## config.mk

```make
export PLATFORM = sky130hd
export DESIGN_NAME = aes_gcm_tag_gen
export DESIGN_NICKNAME = d
export VERILOG_FILES = /design/src/rtl/aes_gcm_tag_gen.sv
export SDC_FILE = /design/constraint.sdc
export NUM_CORES = 1
export LEC_CHECK = 0
export CAP_MARGIN = 40
export CORE_AREA = 2 2 407 409
export CTS_BUF_LIST = sky130_fd_sc_hd__clkbuf_8 sky130_fd_sc_hd__clkbuf_16
export DETAILED_ROUTE_END_ITERATION = 6
export DIE_AREA = 0 0 409 411
export GPL_ROUTABILITY_DRIVEN = 0
export SETUP_SLACK_MARGIN = 0.4
export SLEW_MARGIN = 20
export SYNTH_ARGS = -nofsm -noshare
export SYNTH_HDL_FRONTEND = slang
export SYNTH_SLANG_ARGS = --single-unit
```

## constraint.sdc

```tcl
create_clock -name clk -period 3.9 [get_ports clk]
set_clock_uncertainty 0.15 [all_clocks]
set_input_delay 0.39 -clock clk [delete_from_list [all_inputs] [get_ports clk]]
set_output_delay 0.39 -clock clk [all_outputs]
set_load 0.02 [all_outputs]
```

## src/rtl/aes_gcm_tag_gen.sv

```systemverilog
// ---------------------------------------------------------------------------
// aes_gcm_tag_gen
// Finalisation stage that sits after the GCM phase controller.
//   * Lengths job: in phase 3, sends {len_aad_bits, len_pld_bits} to GHASH,
//     then captures the final GHASH accumulator as tag_pre_xor.
//   * Mask job: on tagmask_start, sends J0 to the AES core and captures
//     E_K(J0) as tagmask.
// Both results are held as levels until the next session start or reset.
//
// Ports
//   clk, rst                     : clock, synchronous active-high reset
//   start                        : session level; its rising edge opens a session
//   phase[2:0]                   : controller phase, 3 = lengths phase
//   len_aad_bits, len_pld_bits   : bit lengths, latched on the start edge
//   tagmask_start, j0            : tag-mask request and pre-counter block
//   gh_valid/gh_ready/gh_data    : length block handshake towards GHASH
//   ghash_state_valid/ghash_state: final GHASH accumulator pulse
//   aes_req_valid/ready/block    : AES request handshake
//   aes_rsp_valid/aes_rsp_block  : AES response pulse
//   lens_done, tag_pre_xor(_valid), tagmask(_valid): held results
//   err                          : sticky response-timeout flag
// ---------------------------------------------------------------------------
module aes_gcm_tag_gen #(
  parameter int TIMEOUT_CYCLES = 1024
) (
  input  logic         clk,
  input  logic         rst,
  input  logic         start,
  input  logic [2:0]   phase,
  input  logic [63:0]  len_aad_bits,
  input  logic [63:0]  len_pld_bits,
  input  logic         tagmask_start,
  input  logic [127:0] j0,
  output logic         gh_valid,
  input  logic         gh_ready,
  output logic [127:0] gh_data,
  input  logic         ghash_state_valid,
  input  logic [127:0] ghash_state,
  output logic         aes_req_valid,
  input  logic         aes_req_ready,
  output logic [127:0] aes_req_block,
  input  logic         aes_rsp_valid,
  input  logic [127:0] aes_rsp_block,
  output logic         lens_done,
  output logic [127:0] tag_pre_xor,
  output logic         tag_pre_xor_valid,
  output logic [127:0] tagmask,
  output logic         tagmask_valid,
  output logic         err
);

  localparam int              CNT_W    = $clog2(TIMEOUT_CYCLES + 1);
  // Last waiting cycle: a missing response here expires the wait.
  localparam logic [CNT_W-1:0] CNT_LAST = CNT_W'(TIMEOUT_CYCLES - 1);

  typedef enum logic [1:0] {
    L_IDLE = 2'd0,
    L_SEND = 2'd1,
    L_WAIT = 2'd2,
    L_DONE = 2'd3
  } lens_state_e;

  typedef enum logic [1:0] {
    M_IDLE = 2'd0,
    M_REQ  = 2'd1,
    M_WAIT = 2'd2,
    M_DONE = 2'd3
  } mask_state_e;

  lens_state_e      l_state_r, l_next_s;
  mask_state_e      m_state_r, m_next_s;
  logic             start_q_r;
  logic             start_edge_s;
  logic             armed_r;
  logic [63:0]      len_aad_r, len_pld_r;
  logic [CNT_W-1:0] l_cnt_r, m_cnt_r;
  logic             l_expire_s, m_expire_s;
  logic             gh_valid_s, aes_req_valid_s;
  logic             gh_valid_r, aes_req_valid_r;
  logic [127:0]     aes_req_block_r;
  logic             lens_done_r;
  logic [127:0]     tag_pre_xor_r;
  logic [127:0]     tagmask_r;
  logic             tagmask_valid_r;
  logic             err_r;

  assign start_edge_s = start & ~start_q_r;
  // Expiry is only meaningful when no response arrives in the same cycle;
  // the next-state and err logic give the response priority.
  assign l_expire_s   = (l_state_r == L_WAIT) && (l_cnt_r == CNT_LAST);
  assign m_expire_s   = (m_state_r == M_WAIT) && (m_cnt_r == CNT_LAST);

  // State registers for both FSMs and the start-level delay.
  always_ff @(posedge clk) begin
    if (rst) begin
      l_state_r <= L_IDLE;
      m_state_r <= M_IDLE;
      start_q_r <= 1'b0;
    end else begin
      l_state_r <= l_next_s;
      m_state_r <= m_next_s;
      start_q_r <= start;
    end
  end

  // Lens FSM next-state: one length block per armed session.
  always_comb begin
    l_next_s = l_state_r;
    if (start_edge_s) begin
      l_next_s = L_IDLE;
    end else begin
      case (l_state_r)
        L_IDLE: begin
          if ((phase == 3'd3) && armed_r) l_next_s = L_SEND;
          else                            l_next_s = L_IDLE;
        end
        L_SEND: begin
          if (gh_ready) l_next_s = L_WAIT;
          else          l_next_s = L_SEND;
        end
        L_WAIT: begin
          if (ghash_state_valid) l_next_s = L_DONE;
          else if (l_expire_s)   l_next_s = L_IDLE;
          else                   l_next_s = L_WAIT;
        end
        L_DONE:  l_next_s = L_DONE;
        default: l_next_s = L_IDLE;
      endcase
    end
  end

  // Mask FSM next-state: request E_K(J0), wait for the response.
  always_comb begin
    m_next_s = m_state_r;
    if (start_edge_s) begin
      m_next_s = M_IDLE;
    end else begin
      case (m_state_r)
        M_IDLE: begin
          if (tagmask_start) m_next_s = M_REQ;
          else               m_next_s = M_IDLE;
        end
        M_REQ: begin
          if (aes_req_ready) m_next_s = M_WAIT;
          else               m_next_s = M_REQ;
        end
        M_WAIT: begin
          if (aes_rsp_valid)   m_next_s = M_DONE;
          else if (m_expire_s) m_next_s = M_IDLE;
          else                 m_next_s = M_WAIT;
        end
        M_DONE:  m_next_s = M_DONE;
        default: m_next_s = M_IDLE;
      endcase
    end
  end

  // Output decode from next state so the valids leave a flop.
  always_comb begin
    gh_valid_s      = 1'b0;
    aes_req_valid_s = 1'b0;
    if (l_next_s == L_SEND) gh_valid_s = 1'b1;
    else                    gh_valid_s = 1'b0;
    if (m_next_s == M_REQ)  aes_req_valid_s = 1'b1;
    else                    aes_req_valid_s = 1'b0;
  end

  // Registered handshake valids.
  always_ff @(posedge clk) begin
    if (rst) begin
      gh_valid_r      <= 1'b0;
      aes_req_valid_r <= 1'b0;
    end else begin
      gh_valid_r      <= gh_valid_s;
      aes_req_valid_r <= aes_req_valid_s;
    end
  end

  // Timeout counters: zero outside the wait state, so they restart on entry.
  always_ff @(posedge clk) begin
    if (rst) begin
      l_cnt_r <= '0;
      m_cnt_r <= '0;
    end else begin
      if (l_state_r == L_WAIT) l_cnt_r <= l_cnt_r + CNT_W'(1);
      else                     l_cnt_r <= '0;
      if (m_state_r == M_WAIT) m_cnt_r <= m_cnt_r + CNT_W'(1);
      else                     m_cnt_r <= '0;
    end
  end

  // Session data, captured results and sticky error; start edge wins.
  always_ff @(posedge clk) begin
    if (rst) begin
      armed_r         <= 1'b0;
      len_aad_r       <= 64'd0;
      len_pld_r       <= 64'd0;
      aes_req_block_r <= 128'd0;
      lens_done_r     <= 1'b0;
      tag_pre_xor_r   <= 128'd0;
      tagmask_r       <= 128'd0;
      tagmask_valid_r <= 1'b0;
      err_r           <= 1'b0;
    end else if (start_edge_s) begin
      armed_r         <= 1'b1;
      len_aad_r       <= len_aad_bits;
      len_pld_r       <= len_pld_bits;
      lens_done_r     <= 1'b0;
      tag_pre_xor_r   <= 128'd0;
      tagmask_r       <= 128'd0;
      tagmask_valid_r <= 1'b0;
      err_r           <= 1'b0;
    end else begin
      if ((l_state_r == L_IDLE) && (l_next_s == L_SEND)) begin
        armed_r <= 1'b0;
      end
      if ((l_state_r == L_WAIT) && ghash_state_valid) begin
        tag_pre_xor_r <= ghash_state;
        lens_done_r   <= 1'b1;
      end
      if ((m_state_r == M_IDLE) && tagmask_start) begin
        aes_req_block_r <= j0;
      end
      if ((m_state_r == M_WAIT) && aes_rsp_valid) begin
        tagmask_r       <= aes_rsp_block;
        tagmask_valid_r <= 1'b1;
      end
      if ((l_expire_s && !ghash_state_valid) || (m_expire_s && !aes_rsp_valid)) begin
        err_r <= 1'b1;
      end
    end
  end

  assign gh_valid          = gh_valid_r;
  assign gh_data           = {len_aad_r, len_pld_r};
  assign aes_req_valid     = aes_req_valid_r;
  assign aes_req_block     = aes_req_block_r;
  assign lens_done         = lens_done_r;
  assign tag_pre_xor       = tag_pre_xor_r;
  assign tag_pre_xor_valid = lens_done_r;
  assign tagmask           = tagmask_r;
  assign tagmask_valid     = tagmask_valid_r;
  assign err               = err_r;

endmodule

```

# == Yosys cells after proc, flatten, opt, wreduce, memory -nomap -nowiden ==
# Index checks and enable logic that the tools add are counted.
# word_totals
register_bits,545
# classes
n_reduce_logical,19
n_eq_ne,11
mux,16
bitwise_logic,5
add_sub_neg,2
# ops
op,n
$add 11x1->11 const B,2
$eq 11x10->1 const B,2
$mux 2,8
$pmux 2 s4,2
$logic_and 1x1->1,9
$eq 2x1->1 const B,4
$eq 2x2->1 const B,4
$mux 1,6
$reduce_or 2->1,3
$logic_not 2->1,2
$not 1->1,4
$eq 3x2->1 const B,1
$logic_not 1->1,2
$reduce_and 2->1,1
$reduce_bool 2->1,1
$and 1x1->1,1
$logic_or 1x1->1,1

# == Logic depth before layout (Yosys ltp) ==
# logic_depth
depth_word,10
ltp_mapped,7
ltp_nobuf,5

# == Worst setup path after synthesis ==
# No wires, ideal clock.
# synth_path
kind,input to register
start,input rst
end,register tagmask_r[10] (netlist: tagmask[10])
setup_time_ns,0.132
slack_ns,2.297
required_ns,3.618
arrival_ns,1.320
n_path_buf,3
stages,5
cell_sequence,clkbuf_1 -> nand2b_1 -> clkbuf_1 -> clkbuf_1 -> a21oi_1
# synth_between
elab_chain_len,1
# synth_rtl
item,line_no,rtl
from (decl),27,"input logic rst,"
$reduce_or 2->1 (no line),--,
to (signal assigned),225,tagmask_r <= aes_rsp_block;
to (decl),83,logic [127:0] tagmask_r;
# No other way between the ends.
# A chain may end at the register's enable or synchronous reset.

# == Worst setup path in the final report ==
# layout_path
start,register tag_pre_xor_r[23] (netlist: tag_pre_xor[23])
end,output tag_pre_xor[23]
# layout_lines
item,line_no,rtl
from (decl),82,logic [127:0] tag_pre_xor_r;
from (signal assigned),218,tag_pre_xor_r <= ghash_state;
to (decl),45,"output logic [127:0] tag_pre_xor,"
# No word-level cell between the ends.

==> out/qor.txt <==
Fmax - 0.4070 GHz
Pre-Repair DR Iteration Count - 7
Final #Nets - 3,873
outcome - finished clean
post-synthesis sequential area ratio - 57.86%
crit-path max FO - 2
CP delay by family, top - buffers and inverters
Post-synth EDFFs - 0
clock latency on the worst-skew pair - 670 ps
Leak - 11.31 nW
Total GRT Usage - 15.59%
H-tree depth - 3
Synth Area in XOR/XNOR - 0.6967%
post-synthesis simple-gate area fraction - 22.88%
Final period util - 63.00%
Die X - 409 um
Die ar. - 168,100 um2
async set-reset flop share out of synthesis - 0%
reg-to-reg critical path endpoint - aes_req_block[83]
routed via count - 20,910
adder-cell share of the synthesized area - 0.1327%
FF-to-FF Start - start_q_r
fin. max-slew vios - 0
Synthesized Nets - 2,897
max_slew headroom - 41.60%
Worst Tran Pin Value - 875.9 ps
vias per inst - 3.721
Top FF cell, synth - dfxtp_1
setup TNS - 0 ps
Synth Register Bits - 545
maximum VDD drop - 0.3131 mV
fin util - 20.89%
CP bufs+invs - 1
first-pass GRT wire length - 179,200 um
GR Util met2 - 24.76%
met3 usage in global routing - 7.592%
most frequent cells in the layout - 1,039 x clkdlybuf4s50_1, 1,031 x nand2_1, 545 x dfxtp_1, 519 x a21oi_1, 73 x clkbuf_16
Chip Height - 411 um
cts repair resizes - 0
Hold Crit Class - primary input to register
core area - 163,900 um2
Compound-Gate Fraction of Synth Area - 13.99%
CTS Buf Count - 72
initial core utilization - 11.51%
clk slew on worst S/H paths - 60 ps
WL final - 137,100 um
Synth-to-Final Area Change - 81.51%
mux contribution to synthesized area - 0%
final hold violations - 0
Synth Instances - 2,372
CP Launch Type - register
Port Buffers - 1,040
Reg2Reg Setup Slack - 1630 ps
DRC Markers - 0
HP Start - ghash_state[102]
Worst setup EP type - output pin
RSZ-0062 raised after global routing - false
maxcap violations - 0
Synthesis Warnings - 0
share of post-route cells with drive strength above 1 - 5.024%
Root Buffer - clkbuf_16
GR met1 Demand/Resource - 18.37%
Final Critical Period - 2457 ps
largest family of logic cells by synthesized area - simple AND/OR/NAND/NOR gates
final hold slack - 123.5 ps
Hold-fix buffers, CTS - 1
Data arrival, critical path - 1920 ps
most common cell after layout, fill and taps aside - clkdlybuf4s50_1
number of global-route vias before repair - 20,020
Rows - 149
# setup viols final - 0
slowest CP cell - clkdlybuf4s50_1
CTS max path bufs - 3
pin count of the biggest net entering global routing - 150
Hold Path Stages - 3
initial antenna violation count - 140
DRT iter0 DRCs - 1,520
kind of critical path - register to output pin
Top Usage Layer GRT - met2
Post CTS Setup Buffer Count - 0
Avg WL per Cell - 24.39 um
critical path required time - 3360 ps
Top-Level Pins - 1,041
Worst R2R Path Depth - 5
Routed Antenna Nets - 0
pwr/cell area - 425.4 nW/um2
syn_area_per_cell - 7.950 um2
critical-path cell list - clkdlybuf4s50_1
critical path's largest stage delay - 910 ps
post-synthesis cell type count - 35
CTS tree - done
grt ovf - 0
mapped cell area - 18,860 um2
total clock sinks - 545
Detailed Place HPWL - 111,500 um
WHS Endpoint - tag_pre_xor[102]
[power by group]
part | internal [W] | switching (W)
logic | 0.000856 | 0.000851
clock network | 0.00414 | 0.00289
registers | 0.00573 | 0.0000940
total | 0.0107 | 0.00383
[metrics by stage]
stage | cell area (um2) | instances | worst slack [ps] | total power (W)
after detailed placement | 31650 | 5461 | 1085 | 0.007644
after CTS | 34140 | 5592 | 1342 | 0.01480
after global routing | 34180 | 5599 | 1391 | 0.01513
final | 34230 | 5619 | 1443 | 0.01456
after floorplan | 18860 | 2372 | 2297 | 0.006508
after global placement | 31620 | 5460 | 1140 | 0.007640
[sequential cells by signal, summed over array words and instances (netlist names), 2 cells and up]
name and count:
m_cnt_r 11, len_aad_r 64, m_state_r 2, len_pld_r 64, aes_req_block 128, tagmask 128, l_state_r 2, tag_pre_xor 128
l_cnt_r 11
[layout make-up]
type,instances,area [um2]
fill,18010,129600
sequential,545,10910
timing repair buffer,1076,10850
multi-input combinational,1649,7172
tap,2189,2739
clock buffer,89,2047
clock inverter,41,427.9
antenna,26,65.06
inverter,4,15.01
[cells in the mapped netlist, types with 2 or more instances]
cell type | instances | area (um2)
buf_1 | 8 | 30.03
xor2_1 | 7 | 61.31
nor2b_1 | 3 | 18.77
nor4_4 | 2 | 42.54
ha_1 | 2 | 25.02
a21oi_1 | 519 | 2597
buf_2 | 103 | 515.5
nand2b_1 | 4 | 25.02
clkbuf_1 | 52 | 195.2
nand2_1 | 1033 | 3877
nor2_1 | 26 | 97.59
and3_1 | 2 | 12.51
and2_1 | 2 | 12.51
dfxtp_1 | 545 | 10910
nor3_1 | 11 | 55.05
o21ai_0 | 3 | 15.01
xnor2_1 | 8 | 70.07
nand4_1 | 4 | 25.02
inv_1 | 4 | 15.01
or3_1 | 3 | 18.77
nand3_1 | 7 | 35.03
buf_4 | 11 | 82.58
[routing by layer]
layer / vias up / share of wire (%)
met5: - / 0.26
met4: 56 / 2.8
met3: 286 / 12
met2: 1034 / 46
met1: 9918 / 39
li1: 9617 / -
[worst max-delay path by stage]
| stage | to | cells past startpoint | from | slack [ps] |
|---|---|---|---|---|
| after detailed placement | aes_req_block[58] | 6 | start | 1080 |
| final | tag_pre_xor[23] | 1 | tag_pre_xor[23] | 1440 |
| after global routing | tag_pre_xor[77] | 1 | tag_pre_xor[77] | 1390 |
| after global placement | aes_req_block[47] | 6 | start | 1140 |
| after CTS | tag_pre_xor[23] | 1 | tag_pre_xor[23] | 1340 |
| after floorplan | tagmask[10] | 5 | rst | 2300 |
[logic make-up (layout without fill, tap and decap cells)]
group / Yosys count / count (layout)
XOR/XNOR: 15 / 15
adder cells (fa/ha/maj): 2 / 2
buffers and inverters: 178 / 1210
flip-flops: 545 / 545
AO/OA/AOI/OAI: 525 / 525
AND/OR/NAND/NOR: 1107 / 1107
other: 0 / 26
(Power assumes the default switching activity.)
